## src/rtl/par_to_serial_if.sv

```systemverilog
// rtl/par_to_serial_if.sv - byte-in / serial-out bundle for par_to_serial
interface par_to_serial_if;
  logic [7:0] data_in_c;
  logic       valid_in_c;
  logic       ready_out_c;
  logic       data_out_s;
  logic       valid_frame_s;

  modport master (
    output data_in_c,
    output valid_in_c,
    input  ready_out_c,
    input  data_out_s,
    input  valid_frame_s
  );

  modport slave (
    input  data_in_c,
    input  valid_in_c,
    output ready_out_c,
    output data_out_s,
    output valid_frame_s
  );
endinterface

```

## src/rtl/par_to_serial.sv

```systemverilog
// rtl/par_to_serial.sv - byte-to-serial framer, MSB first, comma fill and sync preamble
module par_to_serial #(
  parameter logic [7:0] COMMA       = 8'hBC,
  parameter int         SYNC_FRAMES = 4
) (
  input  logic           clk8f,
  input  logic           reset,
  par_to_serial_if.slave bus
);

  typedef enum logic [1:0] {
    ST_RESET,
    ST_SYNC,
    ST_IDLE,
    ST_DATA
  } state_e;

  localparam logic [2:0] LAST_SYNC = 3'(SYNC_FRAMES - 1);

  state_e     state_q, state_d;
  logic [7:0] shreg_q, shreg_d;
  logic [2:0] bit_cnt_q, bit_cnt_d;
  logic [2:0] sync_cnt_q, sync_cnt_d;
  logic       ready;
  logic       boundary;

  always_ff @(posedge clk8f) begin
    if (reset) begin
      state_q    <= ST_RESET;
      shreg_q    <= 8'h00;
      bit_cnt_q  <= 3'd0;
      sync_cnt_q <= 3'd0;
    end else begin
      state_q    <= state_d;
      shreg_q    <= shreg_d;
      bit_cnt_q  <= bit_cnt_d;
      sync_cnt_q <= sync_cnt_d;
    end
  end

  assign boundary = (bit_cnt_q == 3'd7);

  // ready depends only on registered state so upstream never sees a combinational loop
  always_comb begin
    state_d    = state_q;
    shreg_d    = {shreg_q[6:0], 1'b0};
    bit_cnt_d  = bit_cnt_q + 3'd1;
    sync_cnt_d = sync_cnt_q;
    ready      = 1'b0;

    case (state_q)
      ST_RESET: begin
        shreg_d    = COMMA;
        bit_cnt_d  = 3'd0;
        sync_cnt_d = 3'd0;
        state_d    = ST_SYNC;
      end
      ST_SYNC: begin
        if (boundary) begin
          if (sync_cnt_q != LAST_SYNC) begin
            shreg_d    = COMMA;
            sync_cnt_d = sync_cnt_q + 3'd1;
          end else begin
            ready = 1'b1;
          end
        end
      end
      ST_IDLE, ST_DATA: begin
        if (boundary) ready = 1'b1;
      end
      default: state_d = ST_RESET;
    endcase

    if (ready) begin
      if (bus.valid_in_c) begin
        shreg_d = bus.data_in_c;
        state_d = ST_DATA;
      end else begin
        shreg_d = COMMA;
        state_d = ST_IDLE;
      end
    end
  end

  assign bus.ready_out_c   = ready;
  assign bus.data_out_s    = shreg_q[7];
  assign bus.valid_frame_s = (state_q == ST_DATA);

endmodule

```

## src/flat_wrapper.sv

```systemverilog
// flat-port wrapper written by rule: the top's interface ports become plain ports
module par_to_serial_flat 
#(
  parameter logic [7:0] COMMA       = 8'hBC,
  parameter int         SYNC_FRAMES = 4
)
  (clk8f, reset, bus_data_in_c, bus_valid_in_c, bus_ready_out_c, bus_data_out_s, bus_valid_frame_s);
  par_to_serial_if bus_i ();
  input  logic clk8f;
  input  logic reset;
  input wire logic [$bits(bus_i.data_in_c)-1:0] bus_data_in_c;
  input wire logic [$bits(bus_i.valid_in_c)-1:0] bus_valid_in_c;
  output wire logic [$bits(bus_i.ready_out_c)-1:0] bus_ready_out_c;
  output wire logic [$bits(bus_i.data_out_s)-1:0] bus_data_out_s;
  output wire logic [$bits(bus_i.valid_frame_s)-1:0] bus_valid_frame_s;
  assign bus_i.data_in_c = bus_data_in_c;
  assign bus_i.valid_in_c = bus_valid_in_c;
  assign bus_ready_out_c = bus_i.ready_out_c;
  assign bus_data_out_s = bus_i.data_out_s;
  assign bus_valid_frame_s = bus_i.valid_frame_s;
  par_to_serial #(.COMMA(COMMA), .SYNC_FRAMES(SYNC_FRAMES)) u_core (.clk8f(clk8f), .reset(reset), .bus(bus_i));
endmodule
```

## config.mk

```make
export PLATFORM = sky130hd
export DESIGN_NAME = par_to_serial_flat
export DESIGN_NICKNAME = d
export VERILOG_FILES = /design/src/rtl/par_to_serial_if.sv /design/src/rtl/par_to_serial.sv /design/src/flat_wrapper.sv
export SDC_FILE = /design/constraint.sdc
export NUM_CORES = 1
export LEC_CHECK = 0
export BUFFER_PORTS_ARGS = -buffer_cell sky130_fd_sc_hd__buf_2
export CORE_AREA = 2 2 39 41
export CTS_BUF_LIST = sky130_fd_sc_hd__clkbuf_16
export CTS_CLUSTER_DIAMETER = 60
export DETAILED_ROUTE_END_ITERATION = 8
export DIE_AREA = 0 0 41 43
export PLACE_DENSITY = 0.81
export SETUP_SLACK_MARGIN = 0.4
export SLEW_MARGIN = 20
export SYNTH_ARGS = -nofsm -noshare
export SYNTH_HDL_FRONTEND = slang
export SYNTH_SLANG_ARGS = --single-unit
```

## constraint.sdc

```tcl
create_clock -name clk8f -period 3.7 [get_ports clk8f]
set_input_delay 0 -clock clk8f [delete_from_list [all_inputs] [get_ports clk8f]]
set_output_delay 0 -clock clk8f [all_outputs]
set_load 0.05 [all_outputs]
```

==> impl_metrics.env <==
export IMPL_ys_flop_type="dfxtp_1"
export IMPL_netSwitchingPower_mw=0.07804
export IMPL_worst_clock_skew_ns=0.003945
export IMPL_setup_tns_ns=0
export IMPL_ys_async_sr_fraction_pct=0
export IMPL_io_pins=14
export IMPL_synth_area_leader_cell="dfxtp_1"
export IMPL_synth_top_family_by_area="simple AND/OR/NAND/NOR gates"
export IMPL_synth_area_um2=695.7
export IMPL_synth_common_cells="dfxtp_1 (16), ha_1 (5), o221a_1 (5), inv_1 (4), nor2_1 (4)"
export IMPL_synth_area_leaders="dfxtp_1 (46%), ha_1 (9.0%), o221a_1 (8.1%), nor3b_1 (3.2%), a31o_2 (2.5%)"
export IMPL_synth_distinct_cells=28
export IMPL_root_buffer="clkbuf_16"
export IMPL_dp_cells=92
export IMPL_grt_max_degree=13
export IMPL_power_density_nw_per_um2=491.8
export IMPL_crit_required_ns=3.83
export IMPL_hold_buffers=0
export IMPL_drive_gt1_share_pct=24.05
export IMPL_drc=0
export IMPL_clkLatencyLatePin_ns=0.24
export IMPL_combPwrFrac_pct=5.6
export IMPL_synth_simple_gate_area_share_pct=17.99
export IMPL_initialDrtViolationCount=14
export IMPL_initial_core_util_pct=50.27
export IMPL_first_pass_iters=4
export IMPL_worst_slew_pin_slew_ns=0.3165
export IMPL_leakage_nw=0.3608
export IMPL_clock_sinks=16
export IMPL_crit_type="register to register"
export IMPL_die_area_um2=1763
export IMPL_vias=523
export IMPL_gp_congestion=0.7679
export IMPL_yosysWarnings=0
export IMPL_synth_edf_count=0
export IMPL_yosysMostFrequentCell="dfxtp_1"
export IMPL_fin_crit_ns=1.791
export IMPL_cts_buffer_depth=2
export IMPL_swShare_pct=19.10
export IMPL_die_w_um=41
export IMPL_drt_wl_total_um=1217
export IMPL_relSlewSlack_pct=78.87
export IMPL_seqPwrFrac_pct=44.3
export IMPL_cts_tree="yes"
export IMPL_final_max_slew_viol_count=0
export IMPL_dp_hpwl_um=814.4
export IMPL_cts_resized=0
export IMPL_antenna_cells=0
export IMPL_synthCells=67
export IMPL_synth_nets=83
export IMPL_final_period_utilization_pct=48.39
export IMPL_post_cts_setup_buffers=0
export IMPL_synthXorXnorAreaFrac_pct=0
export IMPL_rows=14
export IMPL_nFillCells=129
export IMPL_ys_ff_latch=16
export IMPL_cts_buffers=3
export IMPL_finalSetupViolCount=0
export IMPL_hold_violations=0
export IMPL_htreeDepth=1
export IMPL_synthMuxAreaShare_pct=3.058
export IMPL_area_growth_pct=19.42
export IMPL_nets=97
export IMPL_avgSynthCellArea_um2=10.38
export IMPL_pwr_share_clk_pct=50.0
export IMPL_core_um2=1384
export IMPL_register_area_um2=320.3
export IMPL_crit_path_start_kind="register"
export IMPL_path_max_fanout=7
export IMPL_grt_overflow_total=0
export IMPL_dieHeight_um=43
export IMPL_clk_pin_slew_ns=0.05
export IMPL_hold_path_class="primary input to register"
export IMPL_layoutNonFillerInstCount=95
export IMPL_internal_power_mw=0.3305
export IMPL_end_kind="register"
export IMPL_portBuffers=13
export IMPL_grt_pass1_wl_um=1883
export IMPL_arrival_ns=1.92
export IMPL_synth_top_area_share_pct=46.04
export IMPL_clock_fmax_mhz=558.5
export IMPL_ant_nets=0
export IMPL_synth_adder_area_share_pct=8.993
export IMPL_wl_per_cell_um=12.81
export IMPL_rsz0062_at_grt="false"
export IMPL_antenna_found_initial=0
export IMPL_multi_input_area_um2=331.6
export IMPL_seq_area_frac_synth_pct=46.04
export IMPL_grt_pass1_vias=488
export IMPL_synth_compound_area_share_pct=17.63
export IMPL_vias_per_cell=5.505
export IMPL_outcome="completed"
export IMPL_ir_drop_mv=0.2541
export IMPL_max_cap_viol_count=0
export IMPL_grt_usage_pct=16.48
[cell families after synthesis]
group / after synthesis
multiplexers: 2
buffers and inverters: 9
AO/OA/AOI/OAI: 14
adder cells (fa/ha/maj): 5
flip-flops: 16
AND/OR/NAND/NOR: 21
[through the flow]
stage | power (mW) | setup slack, ns | utilization, % | area [um^2] | hold slack (ns)
3_5_place_dp | 0.2073 | 1.963 | 54.61 | 755.7 | 0.2620
6_report | 0.4086 | 1.909 | 60.04 | 830.8 | 0.01014
3_3_place_gp | 0.2069 | 1.987 | 54.61 | 755.7 | 0.2597
4_1_cts | 0.4134 | 1.904 | 60.04 | 830.8 | 0.009476
2_1_floorplan | 0.1991 | 2.045 | - | 695.7 | 0.1613
5_1_grt | 0.4209 | 1.852 | 60.04 | 830.8 | 0.01965
[state kept, by name, summed over array words and instances (netlist names)]
register and count:
u_core.shreg_q 8, u_core.bit_cnt_q 3, u_core.sync_cnt_q 3, u_core.state_q 2
[layout by cell type (no fill, tap or decap), types with 2 or more instances in the layout]
cell,instances
dfxtp_1,16
nand2b_1,2
inv_1,4
a21o_1,2
buf_2,13
a21oi_1,2
o32ai_1,2
o221a_1,5
ha_1,5
nor3b_1,3
clkbuf_16,3
nand2_1,3
a31o_2,2
nor2_1,4
nor4_1,2
[power groups by stage]
stage	logic [mW]	registers [mW]	clock network, mW
global placement	0.0226	0.184	0
floorplan	0.0136	0.185	0
global route	0.0252	0.181	0.214
detailed placement	0.0229	0.184	0
finish	0.0230	0.181	0.204
CTS	0.0232	0.181	0.209
[metal layers]
layer | GRT usage, % | vias up | wire length, um
li1 | - | 269 | -
met1 | 17.11 | 239 | 532
met2 | 26.25 | 11 | 618
met3 | 4.712 | 4 | 35
met4 | 12.00 | 0 | 31
met5 | 0 | - | 0
[path summary, 6_finish.rpt]
check / depth (start not counted) / slack [ns] / startpoint / to
worst max-delay path: 5 / 1.91 / u_core.sync_cnt_q[0] / u_core.shreg_q[2]
worst min-delay path: 2 / 0.01 / bus_data_in_c[5] / u_core.shreg_q[5]
worst max register to register: 5 / 1.91 / u_core.sync_cnt_q[0] / u_core.shreg_q[2]
worst min register to register: 1 / 0.43 / u_core.bit_cnt_q[0] / u_core.bit_cnt_q[0]
[worst max-delay path, cell delays in order, from the launching register on]
cell,delay (ns)
dfxtp_1,0.32
ha_1,0.22
ha_1,0.23
or3b_1,0.38
a21o_1,0.26
o221a_1,0.27
[final cells by class]
class                           instances  share of cell area, %
Multi-Input combinational cell         42                  39.91
Sequential cell                        16                  38.55
Clock buffer                            3                  9.036
Timing Repair Buffer                   13                  7.831
Tap cell                               16                  2.410
Inverter                                5                  2.259
Power figures use the tool's default switching activity.
